`config.mk`:
```
export PLATFORM = sky130hd
export DESIGN_NAME = spi_master_sched
export DESIGN_NICKNAME = d
export VERILOG_FILES = /design/src/rtl/spi_master_sched.sv
export SDC_FILE = /design/constraint.sdc
export NUM_CORES = 1
export LEC_CHECK = 0
export CORE_MARGIN = 4
export CORE_UTILIZATION = 35
export CTS_BUF_LIST = sky130_fd_sc_hd__clkbuf_16
export DETAILED_ROUTE_END_ITERATION = 10
export GPL_TIMING_DRIVEN = 0
export PLACE_DENSITY = 0.7
export SYNTH_ARGS = -nofsm -noshare
export SYNTH_HDL_FRONTEND = slang
export SYNTH_SLANG_ARGS = --single-unit
```
`constraint.sdc`:
```
create_clock -name clk -period 1.7 [get_ports clk]
set_input_delay 0.425 -clock clk [delete_from_list [all_inputs] [get_ports clk]]
set_output_delay 0.425 -clock clk [all_outputs]
set_load 0.01 [all_outputs]
```
`src/rtl/spi_master_sched.sv`:
```
// Two-requester SPI master: round-robin arbitration, start bit, MSB-first payload,
// then a fixed ss-high gap. All outputs are registered and follow the state they enter.
module spi_master_sched #(
  parameter int unsigned DATA_W     = 4,
  parameter int unsigned BIT_CYCLES = 1,
  parameter int unsigned GAP_CYCLES = 2
) (
  input  logic              clk,
  input  logic              rst_n,
  input  logic [1:0]        req,
  input  logic [DATA_W-1:0] wdata0,
  input  logic [DATA_W-1:0] wdata1,
  output logic [1:0]        grant,
  output logic              done,
  output logic [DATA_W-1:0] rdata,
  output logic              busy,
  output logic              ss,
  output logic              mosi,
  input  logic              miso
);

  localparam int unsigned CMAX = (BIT_CYCLES > GAP_CYCLES) ? BIT_CYCLES : GAP_CYCLES;
  localparam int unsigned CW   = $clog2(CMAX + 1);
  localparam int unsigned BW   = $clog2(DATA_W + 1);

  typedef enum logic [1:0] {IDLE, START, DATA, GAP} state_t;

  state_t            state;
  logic              ptr;
  logic [DATA_W-1:0] tx_sr;
  logic [DATA_W-1:0] rx_sr;
  logic [CW-1:0]     cyc_cnt;
  logic [BW-1:0]     bit_cnt;

  logic              sel;
  logic              bit_end;
  logic              gap_end;
  logic [DATA_W-1:0] rx_next;
  logic [DATA_W-1:0] tx_next;

  assign sel     = req[ptr] ? ptr : ~ptr;
  assign bit_end = (cyc_cnt == CW'(BIT_CYCLES - 1));
  assign gap_end = (cyc_cnt == CW'(GAP_CYCLES - 1));
  // Truncating cast drops the old MSB, which keeps DATA_W == 1 legal.
  assign rx_next = DATA_W'({rx_sr, miso});
  assign tx_next = tx_sr << 1;

  always_ff @(posedge clk) begin
    if (!rst_n) begin
      state   <= IDLE;
      ptr     <= 1'b0;
      tx_sr   <= '0;
      rx_sr   <= '0;
      cyc_cnt <= '0;
      bit_cnt <= '0;
      grant   <= '0;
      done    <= 1'b0;
      rdata   <= '0;
      busy    <= 1'b0;
      ss      <= 1'b1;
      mosi    <= 1'b0;
    end else begin
      done <= 1'b0;
      case (state)
        IDLE: begin
          if (|req) begin
            state   <= START;
            grant   <= sel ? 2'b10 : 2'b01;
            ptr     <= ~sel;
            tx_sr   <= sel ? wdata1 : wdata0;
            cyc_cnt <= '0;
            bit_cnt <= '0;
            busy    <= 1'b1;
            ss      <= 1'b0;
            mosi    <= 1'b1;
          end
        end
        START: begin
          if (bit_end) begin
            state   <= DATA;
            cyc_cnt <= '0;
            mosi    <= tx_sr[DATA_W-1];
          end else begin
            cyc_cnt <= cyc_cnt + CW'(1);
          end
        end
        DATA: begin
          if (bit_end) begin
            cyc_cnt <= '0;
            rx_sr   <= rx_next;
            tx_sr   <= tx_next;
            if (bit_cnt == BW'(DATA_W - 1)) begin
              state   <= GAP;
              bit_cnt <= '0;
              rdata   <= rx_next;
              done    <= 1'b1;
              ss      <= 1'b1;
              mosi    <= 1'b0;
            end else begin
              bit_cnt <= bit_cnt + BW'(1);
              mosi    <= tx_next[DATA_W-1];
            end
          end else begin
            cyc_cnt <= cyc_cnt + CW'(1);
          end
        end
        GAP: begin
          if (gap_end) begin
            state   <= IDLE;
            cyc_cnt <= '0;
            grant   <= '0;
            busy    <= 1'b0;
          end else begin
            cyc_cnt <= cyc_cnt + CW'(1);
          end
        end
        default: state <= IDLE;
      endcase
    end
  end

endmodule
```
==> impl_results.md, run 1 <==
* Status: complete, no violations
* Most numerous cell in the Yosys netlist: dfxtp_1
* GRT Overall Usage at 14.42%
* CTS Hold Bufs at 0
* CTS root buf: clkbuf_16
* Final hold violations at 0
* CTS sink count at 25
* Worst hold path class: register to register
* Clock Skew at 2.733 ps
* Initial DRT Pass Iterations at 4
* Fmax achieved at 622.6 MHz
* Leak Pwr at 0.6804 nW
* Startpoint Class: register
* DIE AREA at 4693 µm²
* Largest cells by area after synthesis: dfxtp_1 (39%), ha_1 (9.8%), mux2i_1 (4.7%)
* Synth cell count leaders: dfxtp_1 (25), nor2_1 (16), nand2_1 (12), a21oi_1 (10), ha_1 (10)
* CTS H-tree lvls at 1
* WS Path Type: register to register
* Worst Path Required at 1870 ps
* Netlist cell types at 38
* Worst Path Buf+Inv at 1
* Core ar. at 3442 µm²
* Clk buf depth at 2
* Yosys top cell area share at 39.06%
* Setup TNS at 0 ps
* Largest net degree at the start of global routing at 14
* Ant diodes at 0
* Post-DR wirelength/cell at 14.86 µm
* Fin util at 50.20%
* Post-synth EDFFs at 0
* Post-synthesis cell count at 141
* Ys flop type: dfxtp_1
* Relative slew margins at 68.30%
* Share of layout cells above drive strength 1 at 16.47%
* CP peak stage delay at 370 ps
* Yosys reg bits at 25
* DR iter-0 viols at 75
* Min Hold Slack at 474.9 ps
* Number of buffers created by CTS at 3
* Initial antenna violation count at 0
* Syn. warnings at 0
* Clock Latency Late Sink at 250 ps
* Worst-path clk slew at 60 ps
* Vias/cell at 5.278
* Tmin final at 1606 ps
* CP arrival at 1780 ps
* Synth area leader: dfxtp_1
* Cell family with most CP delay: compound AO/OA/AOI/OAI gates
* Syn_nets at 164
* Initial core utilization at 37.22%
* Final ANT Viol Nets at 0
* Vias in the first global route at 1181
* Max VDD drop at 0.6076 mV
* Die Wd at 68.51 µm
* P&R area growth vs syn at 34.86%
* Period Utilization, post-route at 94.47%
* Row count at 21
* Pwr Density at 1539 nW/µm²
* First-pass GRT wire length at 5.078 mm
* Port bufs at 22
* Worst setup EP type: register
* GP Congestion at 0.8191
* Grt ovf at 0
* Least-Margin Pin Slew at 463.5 ps
* DP HPWL at 2.318 mm
* Setup Viol. Count Final at 0
* Remaining routing DRC violations at 0
* CP Max Fanout at 4
* Synth Area per Inst at 9.087 µm²
* Worst-path cell chain: buf_4, ha_1, o21ba_4, a2111oi_4, nor2_1, a211oi_2
* Synthesized area at 1281 µm²
* DRT Wirelength at 3.210 mm
* Nets@finish at 194
* Seq/Total Area, Yosys at 39.06%
* TritonCTS clock tree: done
* Vias post-DR at 1140
* Reg2reg setup slack at 90 ps
* Ports at 23
* Max Cap Viol at 0
* CP max-delay cell: a2111oi_4
* Async SR Flop Fraction at 0%
* Chip Height at 68.51 µm
* Max-slew violations at 0
-- per-layer routing --
layer	vias to the layer above	global-route usage (%)	share of wire (%)
met5	-	0	0
met4	0	5.955	1.3
met3	4	2.107	3.7
met2	28	28.13	55
met1	547	15.08	40
li1	561	-	-
-- worst reg2reg max path, stage by stage (launching register included) --
cell       delay (ps)
dfxtp_4           350
buf_4             130
ha_1              220
o21ba_4           210
a2111oi_4         370
nor2_1            100
a211oi_2          140
-- report_power, final --
group | internal [W] | switching, W | leakage, nW
Clock | 0.000314 | 0.000197 | 0.0423
Combinational | 0.000654 | 0.000678 | 0.433
Sequential | 0.000725 | 0.0000908 | 0.205
-- through the flow --
step | setup slack [ps] | total power [W] | instance area, µm² | std cells
3_3_place_gp | -271.7 | 0.001869 | 1559 | 209
2_1_floorplan | 98.99 | 0.001610 | 1281 | 141
6_report | 93.94 | 0.002659 | 1728 | 216
3_5_place_dp | -333.3 | 0.001925 | 1559 | 209
5_1_grt | -1.275 | 0.002838 | 1728 | 216
4_1_cts | -10.77 | 0.002495 | 1658 | 215
-- sequential cells by signal, indices dropped and copies added, names as in the netlist, 2 cells and up --
signal,count
bit_cnt,3
cyc_cnt,2
grant,2
rdata,4
rx_sr,3
state,2
tx_sr,4
-- cell families after synthesis --
logic type,Yosys count,synth area share [%]
mux,7,5.567
buf+inv,13,4.980
compound gates,31,19.24
simple gates,55,21.39
fa+ha+maj,10,9.766
flops,25,39.06
-- layout make-up --
| type | instances | area (µm²) |
|---|---|---|
| Buffer | 4 | 23.77 |
| Sequential cell | 25 | 505.5 |
| Tap cell | 46 | 57.56 |
| Clock inverter | 1 | 3.754 |
| Fill cell | 330 | 1714 |
| Inverter | 8 | 30.03 |
| Clock buffer | 3 | 75.07 |
| Multi-Input combinational cell | 103 | 780.7 |
| Timing Repair Buffer | 26 | 251.5 |
-- timing repair --
item	in CTS	in global routing
setup endpoints to repair	10	13
buffers inserted	2	2
pin swaps	2	5
endpoints found under the hold margin	0	0
resized for setup	4	16
gates cloned	0	0
-- final timing paths --
check / startpoint / endpoint / cells after the start
max: state[0] / state[0] / 6
min reg2reg: tx_sr[0] / tx_sr[0] / 2
min: tx_sr[0] / tx_sr[0] / 2
max reg2reg: state[0] / state[0] / 6
-- placed cells by master, fill, tap and decap left out, types with 3 or more instances in the layout --
cell / count
o211ai_1: 4
mux2i_1: 6
inv_1: 5
nand2_1: 11
buf_4: 4
a21oi_1: 10
nor3_1: 5
ha_4: 3
nand3_1: 7
inv_2: 3
nor2_1: 16
dfxtp_1: 23
clkdlybuf4s50_1: 20
clkbuf_16: 3
ha_1: 7
(Power assumes the default switching activity.)
==> inputs of run 2 (changes only) <==
--- a/config.mk
+++ b/config.mk
@@ -5,12 +5,14 @@
 export SDC_FILE = /design/constraint.sdc
 export NUM_CORES = 1
 export LEC_CHECK = 0
+export ABC_CLOCK_PERIOD_IN_PS = 1700
 export CORE_MARGIN = 4
 export CORE_UTILIZATION = 35
 export CTS_BUF_LIST = sky130_fd_sc_hd__clkbuf_16
 export DETAILED_ROUTE_END_ITERATION = 10
 export GPL_TIMING_DRIVEN = 0
 export PLACE_DENSITY = 0.7
+export REMOVE_ABC_BUFFERS = 1
 export SYNTH_ARGS = -nofsm -noshare
 export SYNTH_HDL_FRONTEND = slang
 export SYNTH_SLANG_ARGS = --single-unit
==> impl_results.md, run 2 (synthesis gave the netlist of run 1 again) <==
* Max Cap Viol at 0 (unchanged)
* GRT Overall Usage at 14.63% (+0.21 points)
* Most common cell after layout, fill and taps aside: dfxtp_1
* Port bufs at 22 (unchanged)
* P&R area growth vs syn at 36.72%
* CP max-delay cell: a2111oi_4
* Grt met1 use at 17.68% (+2.6 points)
* Fill count at 312 (-5.5%)
* Vias in the first global route at 1097 (-7.1%)
* Initial core utilization at 37.22% (unchanged)
* Worst-path clk slew at 60 ps (about the same)
* Number of buffers created by CTS at 3 (unchanged)
* Period Utilization, post-route at 95.43% (+0.96 points)
* Final Power at 0.002776 W (+4.4%)
* Share of layout cells above drive strength 1 at 18.13% (+1.7 points)
* Row count at 21 (unchanged)
* WS Path Type: register to register
* Startpoint Class: register
* Worst-path cell chain: inv_1, ha_4, o21ba_2, a2111oi_4, nor2_1, a211oi_1
* Remaining routing DRC violations at 0 (unchanged)
* Final ANT Viol Nets at 0 (unchanged)
* Vias post-DR at 1115 (-2.2%)
* Largest regs: rdata x4, tx_sr x4
* Min Hold Slack at 466.6 ps (-8.309 ps)
* Initial antenna violation count at 0 (unchanged)
* TritonCTS clock tree: done
* Post-DR wirelength/cell at 14.10 µm (-5.1%)
* Max-slew violations at 0 (unchanged)
* CP peak stage delay at 370 ps (about the same)
* Die Wd at 68.51 µm (unchanged)
* Nets@finish at 195 (+0.52%)
* Final hold violations at 0 (unchanged)
* RSZ-0062 raised after global routing: yes
* Gr busiest metal: met2
* Ant diodes at 0 (unchanged)
* First-pass GRT wire length at 5.181 mm (+2.0%)
* Worst setup EP type: register
* R2r startpoint: cyc_cnt[0]
* Post-Layout Inst Area at 1752 µm² (+1.4%)
* Hold Crit Start: rx_sr[2]
* Leak Pwr at 0.6931 nW (+1.9%)
* Placed Area at 1525 µm² (-2.2%)
* GR Util met3 at 2.593% (+0.49 points)
* DP HPWL at 2.132 mm (-8.0%)
* Pwr Density at 1585 nW/µm² (+3.0%)
* Status: complete, no violations
* GP Congestion at 0.7986 (-2.5%)
* Worst hold path class: register to register
* Least-Margin Pin Slew at 510.6 ps (+47.07 ps)
* Vias/cell at 5.138 (-2.6%)
* Clock Skew at 2.334 ps (-0.3983 ps)
* Met2 capacity usage during global routing at 25.39% (-2.7 points)
* Relative slew margins at 65.91% (-2.4 points)
* Max VDD drop at 0.5120 mV (-16%)
* Fmax achieved at 616.4 MHz (-1.0%)
* Commonest non-fill, non-tap cells in the layout: dfxtp_1 (23), clkdlybuf4s50_1 (19), nor2_1 (16)
* Ports at 23 (unchanged)
* Final worst slack at 77.69 ps (-16.25 ps)
* DIE AREA at 4693 µm² (unchanged)
* Tmin final at 1622 ps (+16.25 ps)
* CP startpoint: cyc_cnt[0]
* CTS H-tree lvls at 1 (unchanged)
* Pre-CTS WS at -634.1 ps (-300.8 ps)
* CP Max Fanout at 6 (+2)
* Core ar. at 3442 µm² (unchanged)
* Clk buf depth at 2 (unchanged)
* Worst Path Required at 1870 ps (about the same)
* Initial DRT Pass Iterations at 4 (unchanged)
* DRT Wirelength at 3.059 mm (-4.7%)
* Grt ovf at 0 (unchanged)
* CTS root buf: clkbuf_16
* DR iter-0 viols at 54 (-28%)
* Largest net degree at the start of global routing at 20 (+6)
* Chip Height at 68.51 µm (unchanged)
* Clock Latency Late Sink at 260 ps (about the same)
* CTS sink count at 25 (unchanged)
* CP arrival at 1790 ps (about the same)
* Setup Viol. Count Final at 0 (unchanged)
## run 2: changes by cell type in the layout (fill, tap and decap cells not counted), sizes merged
cell	before	now
clkdlybuf4s50	20	19
clkinvlp	0	1
clkbuf	6	3
dlygate4sd2	1	2
inv	8	7
buf	5	9
## run 2: power breakdown
part	switching (W)	internal [W]	leakage, nW
registers	0.000105	0.000722	0.205
logic	0.000681	0.000739	0.451
clock network	0.000211	0.000319	0.0371
## run 2: worst paths after layout
path | slack (ps) | cells past startpoint | end
worst min register to register | 470 | 2 | rx_sr[2]
worst max-delay path | 80 | 6 | state[0]
worst min-delay path | 470 | 2 | rx_sr[2]
worst max register to register | 80 | 6 | state[0]
## run 2: through the flow
| step | utilization, % | setup TNS (ps) | std cells |
|---|---|---|---|
| floorplan | - | -626.1 | 136 |
| global placement | 44.31 | -9191 | 204 |
| detailed placement | 44.31 | -10000 | 204 |
| CTS | 49.44 | 0 | 214 |
| global route | 50.89 | -38.71 | 217 |
| finish | 50.89 | 0 | 217 |
## run 2: critical path: cells and delay by family (launching register included)
kind	cells	cell delay (ps)
compound gates	3	770
fa+ha+maj	1	200
simple gates	1	80
buf+inv	1	160
flops	1	330
## run 2: final cells by class
class | instances | area [µm²] | area share [%]
multi-input cells | 103 | 768.2 | 43.86
flip-flops and latches | 25 | 503.0 | 28.71
clock buffers | 3 | 75.07 | 4.286
clock inverters | 1 | 7.507 | 0.4286
well taps | 46 | 57.56 | 3.286
inverters | 8 | 40.04 | 2.286
repair buffers | 31 | 300.3 | 17.14
## run 2: what timing repair did
item | CTS | global route
setup buffers | 6 | 3
hold buffers | 0 | 0
setup endpoints to repair | 25 | 14
pin swaps | 3 | 2
resized for setup | 11 | 9
## run 2: layer usage
| metal | part of all wire, % | routed length [µm] |
|---|---|---|
| met5 | 0 | 0 |
| met4 | 1.8 | 54 |
| met3 | 3.4 | 103 |
| met2 | 51 | 1574 |
| met1 | 43 | 1326 |
==> edit 1: new RTL, flow settings as in run 1 <==
The 4 states of `state_t` get a one-hot encoding in 4 bits.
--- a/src/rtl/spi_master_sched.sv
+++ b/src/rtl/spi_master_sched.sv
@@ -23,7 +23,7 @@
   localparam int unsigned CW   = $clog2(CMAX + 1);
   localparam int unsigned BW   = $clog2(DATA_W + 1);
 
-  typedef enum logic [1:0] {IDLE, START, DATA, GAP} state_t;
+  typedef enum logic [3:0] {IDLE = 4'b0001, START = 4'b0010, DATA = 4'b0100, GAP = 4'b1000} state_t;
 
   state_t            state;
   logic              ptr;
Function: no difference found for any inputs over 10 cycles, from zero or initial values and one cycle with rst_n low; not proved beyond that.
==> edit 1 against run 1 <==
Final area rose by 14%; worst hold slack lost 15 ps; the run now ends with setup timing left; synthesized cell count grew 13%; routed wire length increased by 3.5%; critical path type unchanged; synthesized area increased by 10%; non-clock buffer count increased by 11; maximum frequency down 6.2%; largest cell class unchanged; sequential cell count is 2 higher; via count up 13%; setup slack worse by 110 ps.
Power is not compared: it rests on default switching activity, and its combinational part moved more than twofold at a synthesized area within 25%.
==> edit 1: results (changes against run 1) <==
Logic synthesis
  – Ys async rst share: 0 (unchanged)
  – Most used flip-flop cell after synthesis: dfxtp_1 (unchanged)
  – Ys Warns: 0 (unchanged)
  – Leading post-synthesis cells by cell area: dfxtp_1, a21oi_1, nand3_1 (was dfxtp_1, ha_1, mux2i_1)
  – Unique cell type count in the Yosys netlist: 46 (was 38)
  – Post-synthesis sequential area ratio: 0.3820 (was 0.3906)
  – Post-Syn Nets: 176 (was 164)
  – Commonest cells in the netlist: dfxtp_1, a21oi_1, nand3_1 (was dfxtp_1, nor2_1, nand2_1)

Clocking
  – Clock Pin Slew Worst Setup and Hold Paths: about 70 ps
  – H-tree lvl count: 1 (unchanged)
  – Clk Latency, worst-skew pair: roughly 260 ps
  – Cts bufs inserted: 3 (unchanged)
  – Root Driver: clkbuf_16 (unchanged)
  – Longest Clk Path Bufs: 2 (unchanged)

Final layout
  – Layout Nets: 212 (was 194)
  – Share of cells above drive strength 1: 0.2371 (was 0.1647)
  – Fillers: 361 (was 330)
  – Regs by FF count: rdata (4), state (4), tx_sr (4) (was rdata (4), tx_sr (4))
  – # diodes: 0 (unchanged)
  – Final Cell Area: 1978 µm² (was 1728 µm²)

Outcome
  – Failing checks: setup timing
  – Status: complete, but fails checks (was finished, final reports clean)

Global routing
  – Pin count of the biggest net entering global routing: 17 (was 14)
  – Total GRT Usage: 0.1326 (was 0.1442)
  – Total gr overflow: 0 (unchanged)
  – Vias in the first global route: 1187 (was 1181)
  – Initial antenna violation count: 0 (unchanged)
  – Global-route wire length before repair: 5506 µm (was 5078 µm)

Setup path
  – R2R depth: 5 (was 6)
  – WP data arrival: 1900 ps (was 1780 ps)
  – Largest fanout on the critical path: 6 (was 4)
  – Crit Reg-Reg Endpoint: tx_sr[3] (was state[0])
  – Cell family with most CP delay: simple AND/OR/NAND/NOR gates (was compound AO/OA/AOI/OAI gates)
  – CP peak stage delay: 570 ps (was 370 ps)
  – Worst setup startpoint: state[2] (was state[0])
  – CP max stage cell: or4b_4 (was a2111oi_4)

Routing
  – Iteration-0 DRC Markers: 77 (was 75)
  – DR pass1 iterations: 4 (unchanged)
  – DR WL/cell: 13.73 µm (was 14.86 µm)
  – Drt via density: 5.322 (was 5.278)

Place
  – Final Wtd Congestion: 0.8177 (was 0.8191)
  – DPL Wire Length: 2277 µm (was 2318 µm)
  – Buffers on Ports: 21 (was 22)
  – Placed cell areas: 1685 µm² (was 1559 µm²)

Hold path
  – HP Start: tx_sr[0] (unchanged)
  – Hold EP: tx_sr[0] (unchanged)
  – Hold path cells: 2 (unchanged)
  – HP Class: reg -> reg (unchanged)

Timing
  – Final setup viols: 2 (was 0)
  – Final setup skew: 2.500 ps (was 2.733 ps)
  – Slew @ Worst Pin: 607.5 ps (was 463.5 ps)
  – Worst setup margin: -13.08 ps (was 93.94 ps)

Pwr
  – Peak supply drop: 0.3918 mV
  – Net Switching: a little under 0.0005 W
  – Leak Pwr: 0.7714 nW
==> edit 1: cell types whose count changed after synthesis, sizes merged, moves of 5 or more <==
cell / before / now
nand3: 7 / 15
o21ai: 3 / 11
nor2: 16 / 9
buf: 2 / 8
ha: 10 / 4
a21oi: 11 / 16
mux2i: 6 / 1
==> edit 1: cell type report <==
| cell class | instances | area, µm² | area share |
|---|---|---|---|
| Timing Repair Buffer | 32 | 294.0 | 0.1486 |
| Buffer | 9 | 80.08 | 0.04048 |
| Tap cell | 48 | 60.06 | 0.03036 |
| Multi-Input combinational cell | 116 | 892.1 | 0.4510 |
| Clock inverter | 1 | 7.507 | 0.003795 |
| Clock buffer | 3 | 75.07 | 0.03795 |
| Inverter | 6 | 22.52 | 0.01139 |
| Sequential cell | 27 | 546.8 | 0.2764 |
==> edit 1: cell families (layout without fill, tap and decap cells) <==
kind of cell / Yosys count / after routing / share of synthesized area
muxes: 1 / 1 / 0.007074
buffers and inverters: 16 / 51 / 0.06277
AOI/OAI and AO/OA: 52 / 52 / 0.2547
and+or+nand+nor: 58 / 58 / 0.2520
xor gates and xnor gates: 1 / 1 / 0.006190
DFF: 27 / 27 / 0.3820
adders and majority gates: 4 / 4 / 0.03537
==> edit 1: tightest hold or removal path, cell delays in order (launching register included) <==
cell and delay (ps):
dfxtp_1 310, nand2_1 50, a21oi_1 50
==> edit 1: per-layer routing <==
layer | GRT usage | part of all wire | vias up
met3 | 0.02244 | 0.039 | 7
met2 | 0.2122 | 0.48 | 24
met4 | 0.05637 | 0.020 | 0
met5 | 0 | 0 | -
met1 | 0.1752 | 0.46 | 600
li1 | - | - | 657
==> edit 1: power by group through the flow <==
stage / registers (W) / clock network, W / logic, W
detailed placement: 0.000724 / 0 / 0.000383
finish: 0.000711 / 0.000548 / 0.000468
global route: 0.000718 / 0.000578 / 0.000508
CTS: 0.000711 / 0.000557 / 0.000407
floorplan: 0.000731 / 0 / 0.000252
global placement: 0.000724 / 0 / 0.000381
==> edit 1: per-stage QoR <==
step	std cells	setup TNS, ps	setup slack, ps	hold WS [ps]
after floorplan	159	0	6.433	432.3
after global routing	242	-292.2	-64.53	476.3
after detailed placement	228	-6629	-494.5	451.0
final	242	-17.63	-13.08	460.2
after CTS	234	-7.912	-7.912	460.3
after global placement	228	-5937	-477.1	442.5
==> edit 1: timing repair <==
action                                 in CTS  in global routing
gates cloned                                0                  0
setup buffers                               3                  8
setup endpoints to repair                  23                 21
pin swaps                                   4                 13
resized for setup                          13                 22
endpoints found under the hold margin       0                  0
==> edit 1: worst max path at each step <==
| stage | end |
|---|---|
| finish | tx_sr[3] |
| global route | ss |
| CTS | ss |
| detailed placement | ss |
| global placement | ss |
| floorplan | ss |
==> edit 2: new RTL, flow settings as in run 1 <==
Made on the original files. The parameter `DATA_W` goes from 4 to 8.
--- a/src/rtl/spi_master_sched.sv
+++ b/src/rtl/spi_master_sched.sv
@@ -1,7 +1,7 @@
 // Two-requester SPI master: round-robin arbitration, start bit, MSB-first payload,
 // then a fixed ss-high gap. All outputs are registered and follow the state they enter.
 module spi_master_sched #(
-  parameter int unsigned DATA_W     = 4,
+  parameter int unsigned DATA_W     = 8,
   parameter int unsigned BIT_CYCLES = 1,
   parameter int unsigned GAP_CYCLES = 2
 ) (
Interface: changed (resized rdata, wdata0 and wdata1); port bits go from 23 to 35. The function was not compared with the original's and may differ.
==> edit 2 against run 1 <==
Routed wire length up 50%; largest power group unchanged; final area up 54%; core utilization up 0.52 points; sequential cell count up 13; clock power up 73%; synthesized area up 51%; synthesized cell count up 60%; power up 30%; setup slack worse by 13 ps; clock skew about the same; largest cell class unchanged.
==> edit 2: results (changes against run 1) <==
Logic synthesis
  – Compound-gate portion of the synthesized area: 0.1921 (was 0.1924)
  – Commonest cells in the netlist: dfxtp_1, a21oi_1, nand3_1 (was dfxtp_1, nor2_1, nand2_1)
  – Unique cell type count in the Yosys netlist: 47 (was 38)
  – Post-synthesis sequential area ratio: 0.3920 (was 0.3906)
  – Multiplexer area fraction after synthesis: 0.06899 (was 0.05566)
  – Area share of fa/ha/maj cells after synthesis: 0.07092 (was 0.09766)
  – Leading post-synthesis cells by cell area: dfxtp_1, ha_1, mux2i_1 (unchanged)
  – Post-Syn Nets: 257 (was 164)

Final layout
  – Multi-input gates: 165 (was 103)
  – Layout area overhead: 36.88% (was 34.86%)
  – Layout Nets: 305 (was 194)
  – Clock buffers and inverters, area share: 0.05323 (was 0.04562)
  – Number of non-clock inverters: 9 (was 8)
  – Register Area: 768.2 µm² (was 505.5 µm²)
  – Signal buffers: 54 (was 30)
  – Data buffer area share: 0.1842 (was 0.1593)
  – Regs by FF count: rdata (8), tx_sr (8), rx_sr (7) (was rdata (4), tx_sr (4))
  – Fraction of area in multi-input gates: 0.4249 (was 0.4518)
  – Fillers: 498 (was 330)
  – CLK BUF: 5 (was 3)
  – Number of sequential cells: 38 (was 25)
  – Share of cells above drive strength 1: 0.1496 (was 0.1647)

Setup path
  – Worst setup startpoint: rst_n (was state[0])
  – R2R setup slack: ~81 ps
  – Largest fanout on the critical path: 11 (was 4)
  – CP peak stage delay: 490 ps (was 370 ps)
  – CP max stage cell: clkbuf_1 (was a2111oi_4)

Hold path
  – Hold EP: rx_sr[6] (was tx_sr[0])
  – HP Start: rx_sr[6] (was tx_sr[0])

Timing
  – Hold WS: 459.7 ps (was 474.9 ps)
  – Slew @ Worst Pin: 551.5 ps (was 463.5 ps)
  – Final setup skew: 2.441 ps (was 2.733 ps)

Pwr
  – Leak Pwr: 1.011 nW (was 0.6804 nW)
  – Peak supply drop: 0.5833 mV (was 0.6076 mV)

Place
  – Buffers on Ports: 34 (was 22)
  – Final Wtd Congestion: 0.8735 (was 0.8191)
  – Pre-CTS setup slack: -524.8 ps (was -333.3 ps)
  – DPL Wire Length: 3472 µm (was 2318 µm)
  – Placed cell areas: 2401 µm² (was 1559 µm²)

Clocking
  – Clk Latency, worst-skew pair: 280 ps (was 250 ps)
  – H-tree lvl count: 2 (was 1)

Routing
  – Via Count: 1761 (was 1140)
  – Met2 routed WL: 2220 µm (was 1755 µm)
  – WL met1: 2241 µm (was 1294 µm)
  – DR pass1 iterations: 5 (was 4)
  – Total Wirelength: 4809 µm (was 3210 µm)

Global routing
  – Total GRT Usage: 0.1517 (was 0.1442)
  – Vias in the first global route: 1745 (was 1181)
  – M2 GR Usage: 0.2636 (was 0.2813)
  – Global-route wire length before repair: 8004 µm (was 5078 µm)

Outcome
  – Status: finished, final reports clean (unchanged)

Die
  – Die W: 82.46 µm (was 68.51 µm)
==> edit 2: power breakdown <==
part | switching, W | total, W | internal, W
sequential | 0.0000953 | 0.00115 | 0.00105
combinational | 0.000712 | 0.00142 | 0.000710
clock | 0.000349 | 0.000883 | 0.000534
total | 0.00116 | 0.00345 | 0.00230
==> edit 2: critical path: cells and delay by family <==
family / cells / cell delay (ps)
buffers and inverters: 3 / 1230
and+or+nand+nor: 1 / 110
==> edit 2: timing repair <==
item	CTS	global route
endpoints found under the setup margin	35	26
gates resized for setup	11	6
endpoints found under the hold margin	0	0
buffers inserted	12	1
pin swaps	5	0
==> edit 2: through the flow <==
stage	instances	setup TNS [ps]
after floorplan	225	0
after global placement	329	-9390
after detailed placement	329	-10460
after CTS	344	0
after global routing	344	-0.2278
final	344	0
